`config.mk`:
```
export PLATFORM = sky130hd
export DESIGN_NAME = sign_injector
export DESIGN_NICKNAME = d
export VERILOG_FILES = /design/src/rtl/FPU_pkg.sv /design/src/rtl/fpu_pipe_reg.sv /design/src/rtl/sign_injector.sv
export SDC_FILE = /design/constraint.sdc
export NUM_CORES = 1
export LEC_CHECK = 0
export ABC_AREA = 1
export CAP_MARGIN = 15
export CORE_MARGIN = 5
export CORE_UTILIZATION = 34
export CTS_CLUSTER_SIZE = 14
export DETAILED_ROUTE_END_ITERATION = 8
export PLACE_DENSITY = 0.77
export SLEW_MARGIN = 20
export SYNTH_ARGS = -nofsm -noshare
export SYNTH_HDL_FRONTEND = slang
export SYNTH_HIERARCHICAL = 1
export SYNTH_SLANG_ARGS = --single-unit
```
`constraint.sdc`:
```
create_clock -name clk -period 1.4 [get_ports clk]
set_input_delay 0.28 -clock clk [delete_from_list [all_inputs] [get_ports clk]]
set_output_delay 0.28 -clock clk [all_outputs]
set_load 0.01 [all_outputs]
```
`src/rtl/FPU_pkg.sv`:
```
// Shared FPU definitions: opcodes, format codes, canonical NaN and the
// sign-injection sign rule used by the sign injector.
package FPU_pkg;

    typedef enum logic [4:0] {
        FPU_OP_ADD    = 5'd0,
        FPU_OP_SUB    = 5'd1,
        FPU_OP_MUL    = 5'd2,
        FPU_OP_DIV    = 5'd3,
        FPU_OP_SQRT   = 5'd4,
        FPU_OP_FMADD  = 5'd5,
        FPU_OP_MIN    = 5'd6,
        FPU_OP_MAX    = 5'd7,
        FPU_OP_CMP    = 5'd8,
        FPU_OP_CLASS  = 5'd9,
        FPU_OP_SGNJ   = 5'd10,
        FPU_OP_SGNJN  = 5'd11,
        FPU_OP_SGNJX  = 5'd12,
        FPU_OP_CVT    = 5'd13
    } fpu_op_e;

    localparam logic        FPU_FMT_S       = 1'b0;
    localparam logic        FPU_FMT_D       = 1'b1;
    localparam logic [31:0] CANONICAL_NAN_S = 32'h7FC0_0000;

    // True for the three opcodes this block claims.
    function automatic logic is_sgnj_op(input logic [4:0] op);
        return (op == FPU_OP_SGNJ) || (op == FPU_OP_SGNJN) || (op == FPU_OP_SGNJX);
    endfunction

    // Result sign for a sign-injection opcode given the two operand signs.
    function automatic logic sgnj_sign(input logic [4:0] op,
                                       input logic       sign_a,
                                       input logic       sign_b);
        case (op)
            FPU_OP_SGNJN: return !sign_b;
            FPU_OP_SGNJX: return sign_a ^ sign_b;
            default:      return sign_b;
        endcase
    endfunction

endpackage

```
`src/rtl/fpu_pipe_reg.sv`:
```
// One elastic pipeline register: holds a data word plus valid, loads when
// empty or when its current content leaves downstream in the same cycle.
module fpu_pipe_reg #(
    parameter int WIDTH = 32
) (
    input  logic             clk,
    input  logic             reset,
    input  logic             flush,
    input  logic             up_valid,
    input  logic [WIDTH-1:0] up_data,
    output logic             up_ready,
    output logic             dn_valid,
    output logic [WIDTH-1:0] dn_data,
    input  logic             dn_ready
);

    assign up_ready = !dn_valid || dn_ready;

    // Register update: reset and flush clear everything, otherwise load the
    // upstream word (or an empty, zeroed slot) whenever this stage can move.
    always_ff @(posedge clk) begin
        if (reset || flush) begin
            dn_valid <= 1'b0;
            dn_data  <= '0;
        end else if (up_ready) begin
            dn_valid <= up_valid;
            dn_data  <= up_valid ? up_data : '0;
        end
    end

endmodule

```
`src/rtl/sign_injector.sv`:
```
// FSGNJ/FSGNJN/FSGNJX unit: combinational sign injection in front of a
// chain of STAGES elastic registers carrying result and valid.
module sign_injector
    import FPU_pkg::*;
#(
    parameter int FLEN   = 32,
    parameter int STAGES = 1
) (
    input  logic            clk,
    input  logic            reset,
    input  logic            flush,
    input  logic            valid_in,
    output logic            ready_out,
    output logic            valid_out,
    input  logic            ready_in,
    input  logic [4:0]      op,
    input  logic            fmt,
    input  logic [FLEN-1:0] a,
    input  logic [FLEN-1:0] b,
    output logic [FLEN-1:0] float_out
);

    logic [FLEN-1:0] result;

    logic            stage_valid [STAGES+1];
    logic            stage_ready [STAGES+1];
    logic [FLEN-1:0] stage_data  [STAGES+1];

    generate
        if (FLEN == 64) begin : g_flen64
            logic [31:0] a_single;
            logic        b_sign_s;
            logic        unused_bits;

            assign unused_bits = ^b[30:0];

            // Single values must be NaN-boxed; unboxed operands become the
            // canonical NaN and the single result is boxed on the way out.
            always_comb begin
                a_single = (&a[63:32]) ? a[31:0] : CANONICAL_NAN_S;
                b_sign_s = (&b[63:32]) ? b[31] : CANONICAL_NAN_S[31];
                if (fmt == FPU_FMT_D) begin
                    result = {sgnj_sign(op, a[63], b[63]), a[62:0]};
                end else begin
                    result = {32'hFFFF_FFFF, sgnj_sign(op, a_single[31], b_sign_s),
                              a_single[30:0]};
                end
            end
        end else begin : g_flen32
            logic unused_bits;

            assign unused_bits = ^{fmt, b[30:0]};

            // Single precision only: replace the sign bit, keep the rest of a.
            always_comb begin
                result = {sgnj_sign(op, a[31], b[31]), a[30:0]};
            end
        end
    endgenerate

    assign stage_valid[0]      = valid_in && is_sgnj_op(op);
    assign stage_data[0]       = result;
    assign stage_ready[STAGES] = ready_in;
    assign ready_out           = stage_ready[0];
    assign valid_out           = stage_valid[STAGES];
    assign float_out           = stage_data[STAGES];

    generate
        for (genvar k = 0; k < STAGES; k++) begin : g_stage
            fpu_pipe_reg #(
                .WIDTH (FLEN)
            ) u_reg (
                .clk      (clk),
                .reset    (reset),
                .flush    (flush),
                .up_valid (stage_valid[k]),
                .up_data  (stage_data[k]),
                .up_ready (stage_ready[k]),
                .dn_valid (stage_valid[k+1]),
                .dn_data  (stage_data[k+1]),
                .dn_ready (stage_ready[k+1])
            );
        end
    endgenerate

endmodule

```
==> results of run 1 <==
==> where the power goes <==
part,switching (mW),internal [mW]
sequential,0.00302,0.946
clock,0.311,0.389
combinational,0.0864,0.149
total,0.400,1.48
==> worst register-to-register path, cell delays in order, from the launching register on <==
cell,delay (ps)
dfxtp_1,330
nand2_2,80
buf_4,120
buf_4,300
nand2_1,90
nand2_1,70
nor2_1,40
==> cell families (layout without fill, tap and decap cells) <==
group | count (synthesis) | count (layout) | share of synthesized area
xor gates and xnor gates | 1 | 1 | 0.00582
DFF | 33 | 33 | 0.439
and+or+nand+nor | 177 | 177 | 0.466
AOI/OAI and AO/OA | 1 | 1 | 0.00499
buffers and inverters | 25 | 114 | 0.0848
==> through the flow <==
stage / area, um^2 / instances / utilization
2_1_floorplan: 1510 / 237 / -
3_3_place_gp: 2350 / 363 / 0.543
3_5_place_dp: 2350 / 363 / 0.543
4_1_cts: 2460 / 377 / 0.569
5_1_grt: 2470 / 378 / 0.571
6_report: 2470 / 378 / 0.571
==> state kept, by name, indices dropped and copies added, names as in the netlist <==
signal and count:
g_stage.u_reg/dn_valid 1, g_stage.u_reg/dn_data 32
==> synth_stat cells <==
master and n:
a21boi_1 1, and2_1 1, buf_2 9, buf_6 3, dfxtp_1 33, inv_1 13
nand2_1 99, nand3_1 4, nand3_2 1, nand3b_1 4, nand4_1 1, nor2_1 65
nor2_2 2, xor2_1 1
==> layer usage <==
| metal | global-route usage | routed length [um] |
|---|---|---|
| met1 | 0.151 | 1710 |
| met2 | 0.250 | 2000 |
| met3 | 0.0697 | 358 |
| met4 | 0.0455 | 37 |
| met5 | 0 | 0 |
==> layout make-up <==
type	count	area (um^2)	area share
clock buffers	7	86.3	0.0349
inverters	13	48.8	0.0197
multi-input cells	179	741	0.300
flip-flops and latches	33	661	0.267
well taps	52	65.1	0.0263
repair buffers	94	870	0.352
==> path summary, 6_finish.rpt <==
path	to	slack [ps]	cells after the start
worst min register to register	g_stage[0].u_reg/dn_data[18]	470	2
worst min-delay path	g_stage[0].u_reg/dn_data[18]	470	2
worst max register to register	g_stage[0].u_reg/dn_data[23]	270	6
worst max-delay path	ready_out	40	4
==> repair_timing <==
item / in CTS / in global routing
hold endpoints to repair: 0 / 0
buffers inserted: 5 / 2
pin swaps: 4 / 5
resized for setup: 48 / 5
setup endpoints to repair: 67 / 24
gates cloned: 2 / 0
==> impl_results.md, run 1 <==
* Outcome: complete, no violations
* Remaining design rule violation count at 0
* Number of buffers inserted during clock tree synthesis at 5
* Via density at 4.31
* Final number of max-transition violations at 0
* Global routing usage summed across all routing layers at 0.144
* Most common library cell in the layout ignoring fill and taps: nand2_1
* Starting density of the core at 0.348
* First-pass iteration count of the detailed router at 4
* Max FO, Critical Path at 2
* Startpoint types: input pin
* Power density cells at 763 nW/um^2
* Count of synthesis-stage warnings from yosys at 6
* Required time of the worst setup path at 1120 ps
* Pleak at 1.46 nW
* Via count of the first global-routing pass at 1,569
* Cells after synthesis at 237
* Fin nets at 401
* Setup Total Neg Slack at 0 ps
* Crit path arrival time at 1080 ps
* Maximum clock frequency at 0.733 GHz
* Fin. Hold Viols at 0
* Critical path type: input pin to output pin
* Total nets after synthesis at 312
* Source of the critical timing path: ready_in
* Cell Chain, Critical Path: clkdlybuf4s50_1 -> inv_1 -> nand2_2 -> clkdlybuf4s15_1
* Total wire length at 4110 um
* Worst hold path class: register to register
* Area contributors post-synth: dfxtp_1 44%, nand2_1 25%, nor2_1 16%
* Number of hold buffers added after cts at 0
* Layout cell share with drive strength beyond 1 at 0.104
* Number of cell rows at 24
* Period minus WS final at 1360 ps
* Post-synthesis cell area at 1510 um^2
* Final setup fails at 0
* Sequential share of the synthesized area at 0.439
* I/O pin total at 109
* Number of antenna violations at the first check in global routing at 0
* Crit path max-delay family: buffers and inverters
* Number of register bits inferred by synthesis at 33
* Commonest non-fill, non-tap cells in the layout: 97 x nand2_1, 64 x nor2_1, 37 x clkdlybuf4s50_1, 37 x dlygate4sd2_1, 33 x dfxtp_1
* Final Total Pwr at 1.88 mW
* Stage delay of the slowest cell on the critical path at 450 ps
* Std-Cell Core Area at 4320 um^2
* Total number of H-tree levels at 2
* Actual transition at the worst max-transition pin at 312 ps
* Sum of overflow across all layers after global routing at 0
* TritonCTS clock tree: done
* Count of input and output buffers at 76
* Routed wirelength normalized by instance count at 10.9 um
* Worst path setup slack after routing at 35.8 ps
* Clk_lat worst skew at 270 ps
* Initial DRC Count at 45
* Half-perimeter wire length after placement at 2850 um
* Clock Pin Slew Worst Setup and Hold Paths at 60 ps
* Final worst path period share at 0.974
* Remaining number of nets flagged by the antenna check after routing at 0
* Rel. slew slack at 0.792
* Critical path's slowest cell: clkdlybuf4s50_1
* Reg2Reg Launch Point: g_stage[0].u_reg/dn_valid
* Library cell used as clock root buffer: clkbuf_8
* Number of fill cells in the layout at 428
* Antenna Cells at 0
* Die footprint at 5860 um^2
* Endpoint type of the worst setup path: output pin
* Hold path start: g_stage[0].u_reg/dn_data[18]
* Count of clock tree sinks at 33
* RSZ-0062 raised after global routing: no
* Largest buffer count on any clock path at 2
* Clock skew at 4.19 ps
* Floorplan die width at 76.5 um
* IR Drop Worst-Case VDD at 0.415 mV
* Post-synth top area cell: dfxtp_1
* Die outline height at 76.5 um
* P&R area growth vs syn at 64.2%
* Maximum Capacitance Violations at 0
* Post-placement worst setup slack at -384 ps
* Routability congestion estimate from global placement at 0.711
* Area fraction of the dominant cell type after synthesis at 0.439
* Mapped Avg Cell Area at 6.35 um^2
* Number of different library cells in the post-synthesis netlist at 14
* Via Count at 1,630
* Largest net degree at the start of global routing at 35
* Global-route wire length before repair at 6900 um
* Number of buffer and inverter instances along the worst setup path at 3
* Hold_ws at 473 ps
Note: power is estimated with default switching activity, not from simulation.
==> inputs of run 2 (changes only) <==
--- a/config.mk
+++ b/config.mk
@@ -7,10 +7,12 @@
 export LEC_CHECK = 0
 export ABC_AREA = 1
 export CAP_MARGIN = 15
+export CORE_ASPECT_RATIO = 1.75
 export CORE_MARGIN = 5
 export CORE_UTILIZATION = 34
 export CTS_CLUSTER_SIZE = 14
 export DETAILED_ROUTE_END_ITERATION = 8
+export GPL_ROUTABILITY_DRIVEN = 0
 export PLACE_DENSITY = 0.77
 export SLEW_MARGIN = 20
 export SYNTH_ARGS = -nofsm -noshare
==> run 2 against run 1 <==
Compared with the run above: design area increased by 2.8%; utilization up 1.1 points; power grew 11%; clock skew up 2.6 ps; sequential share of layout area shrank 0.72 points; die area rose by 0.90%; largest cell class unchanged.
==> impl_results.md, run 2 (same netlist as run 1, synthesis figures left out) <==
* Number of antenna violations at the first check in global routing at 0
* Number of cell rows at 32
* Outcome: complete, no violations
* Clock Pin Slew Worst Setup and Hold Paths at 70 ps
* Remaining design rule violation count at 0
* Library cell used as clock root buffer: clkbuf_8
* Count of input and output buffers at 76
* Starting density of the core at 0.345
* Maximum clock frequency at 0.758 GHz
* Routed wirelength normalized by instance count at 11.4 um
* Remaining number of nets flagged by the antenna check after routing at 0
* Fin. Hold Viols at 0
* Setup Total Neg Slack at 0 ps
* Internal Pwr Total at 1.68 mW
* Biggest regs: g_stage.u_reg/dn_data x32, g_stage.u_reg/dn_valid x1
* Sum of overflow across all layers after global routing at 0
* Largest net degree at the start of global routing at 58
* Antenna Cells at 0
* Global routing usage summed across all routing layers at 0.155
* I/O pin total at 109
* Initial DRC Count at 37
* Power density cells at 825 nW/um^2
* Stage delay of the slowest cell on the critical path at 320 ps
* Layout cell share with drive strength beyond 1 at 0.0957
* WHS Endpoint: g_stage[0].u_reg/dn_data[8]
* Clock skew at 6.75 ps
* Commonest non-fill, non-tap cells in the layout: 98 x nand2_1, 64 x nor2_1, 38 x dlygate4sd2_1
* Most flops, register: g_stage.u_reg/dn_data
* Final number of max-transition violations at 0
* Destination of the worst register-to-register timing path: g_stage[0].u_reg/dn_data[31]
* Sequential group share of total power at 0.453
* Fraction of power spent switching nets at 0.197
* Final worst path period share at 0.942
* Global-route wire length before repair at 6920 um
* Cell type with the highest occurrence count on the critical path: nand2_1
* Clk_lat worst skew at 280 ps
* Via count of the first global-routing pass at 1,519
* IR Drop Worst-Case VDD at 0.707 mV
* Max FO, Critical Path at 16
* Clk pwr share at 0.431
* Via Count at 1,662
* Number of cell instances on the worst register-to-register path at 5
* Fin nets at 398
* Switching power at 412 uW
* Count of clock tree sinks at 33
* Via density at 4.43
* P&R area growth vs syn at 68.7%
* Total number of H-tree levels at 2
* Total wire length at 4290 um
* Floorplan die width at 60.3 um
* Final setup fails at 0
* Crit path arrival time at 1540 ps
* Die outline height at 98.0 um
* TritonCTS clock tree: done
* Endpoint type of the worst setup path: register
* Largest buffer count on any clock path at 2
* Hold path start: g_stage[0].u_reg/dn_data[8]
* Rel. slew slack at 0.853
* Register-to-register setup slack at 320 ps
* Cell Chain, Critical Path: dlygate4sd2_1 -> nor2_2 -> nand3_2 -> a21boi_4 -> bufbuf_16 -> nand2_1 -> nand2_1 -> nand2_1 -> nor2_1
* Pleak at 1.49 nW
* Die footprint at 5910 um^2
* Hold_ws at 477 ps
* Number of instances on the worst hold path at 2
* Actual transition at the worst max-transition pin at 221 ps
* Critical path type: input pin to register
* RSZ-0062 raised after global routing: yes
* Reg2Reg Launch Point: g_stage[0].u_reg/dn_valid
* Period minus WS final at 1320 ps
* First-pass iteration count of the detailed router at 4
* Most common library cell in the layout ignoring fill and taps: nand2_1
* Critical path's slowest cell: bufbuf_16
* Startpoint types: input pin
* Half-perimeter wire length after placement at 2930 um
* Combinational fraction of design power at 0.117
* Std-Cell Core Area at 4360 um^2
* Worst hold path class: register to register
* Max reg flops at 32
* Maximum Capacitance Violations at 0
* Required time of the worst setup path at 1620 ps
* Number of buffers inserted during clock tree synthesis at 5
run 2: power by group through the flow:
stage | logic (mW) | registers [mW] | clock network (mW)
CTS | 0.246 | 0.948 | 0.926
floorplan | 0.0626 | 0.973 | 0
finish | 0.244 | 0.948 | 0.902
global placement | 0.226 | 0.970 | 0
detailed placement | 0.229 | 0.970 | 0
global route | 0.266 | 0.948 | 0.986
run 2: cell type report:
class,instances,area [um^2]
Fill cell,417,1820
Timing Repair Buffer,91,912
Multi-Input combinational cell,179,738
Sequential cell,33,661
Clock buffer,7,86.3
Tap cell,51,63.8
Inverter,13,48.8
Clock inverter,1,30.0
run 2: through the flow:
| stage | cell area (um^2) | power, mW | cells | utilization | worst slack (ps) |
|---|---|---|---|---|---|
| global route | 2540 | 2.20 | 375 | 0.582 | -43.6 |
| global placement | 2340 | 1.20 | 360 | 0.537 | -326 |
| finish | 2540 | 2.10 | 375 | 0.582 | 81.1 |
| CTS | 2540 | 2.12 | 375 | 0.581 | 10.8 |
| floorplan | 1510 | 1.04 | 237 | - | 171 |
| detailed placement | 2340 | 1.20 | 360 | 0.537 | -375 |
run 2: critical path, delay by kind of cell:
| kind | cells | cell delay (ps) |
|---|---|---|
| compound gates | 1 | 210 |
| simple gates | 6 | 470 |
| buf+inv | 2 | 570 |
run 2: repair_timing:
action / in CTS / in global routing
gates resized for setup: 47 / 4
cloned: 2 / 0
hold buffers: 0 / 0
pin swaps: 6 / 1
setup buffers: 5 / 0
setup endpoints to repair: 67 / 26
run 2: worst max-delay path by stage:
stage | startpoint | end | depth (start not counted)
after floorplan | op[4] | g_stage[0].u_reg/dn_data[0] | 8
after global placement | ready_in | g_stage[0].u_reg/dn_data[30] | 7
after detailed placement | op[0] | g_stage[0].u_reg/dn_data[10] | 9
after CTS | ready_in | ready_out | 4
after global routing | op[0] | g_stage[0].u_reg/dn_data[0] | 9
final | op[1] | g_stage[0].u_reg/dn_data[23] | 9
run 2: layer usage:
layer | vias to the layer above | GRT usage | wire length, um
li1 | 877 | - | -
met2 | 57 | 0.267 | 2290
met1 | 715 | 0.161 | 1530
met5 | - | 0 | 0
met4 | 0 | 0.0904 | 170
met3 | 13 | 0.0423 | 305
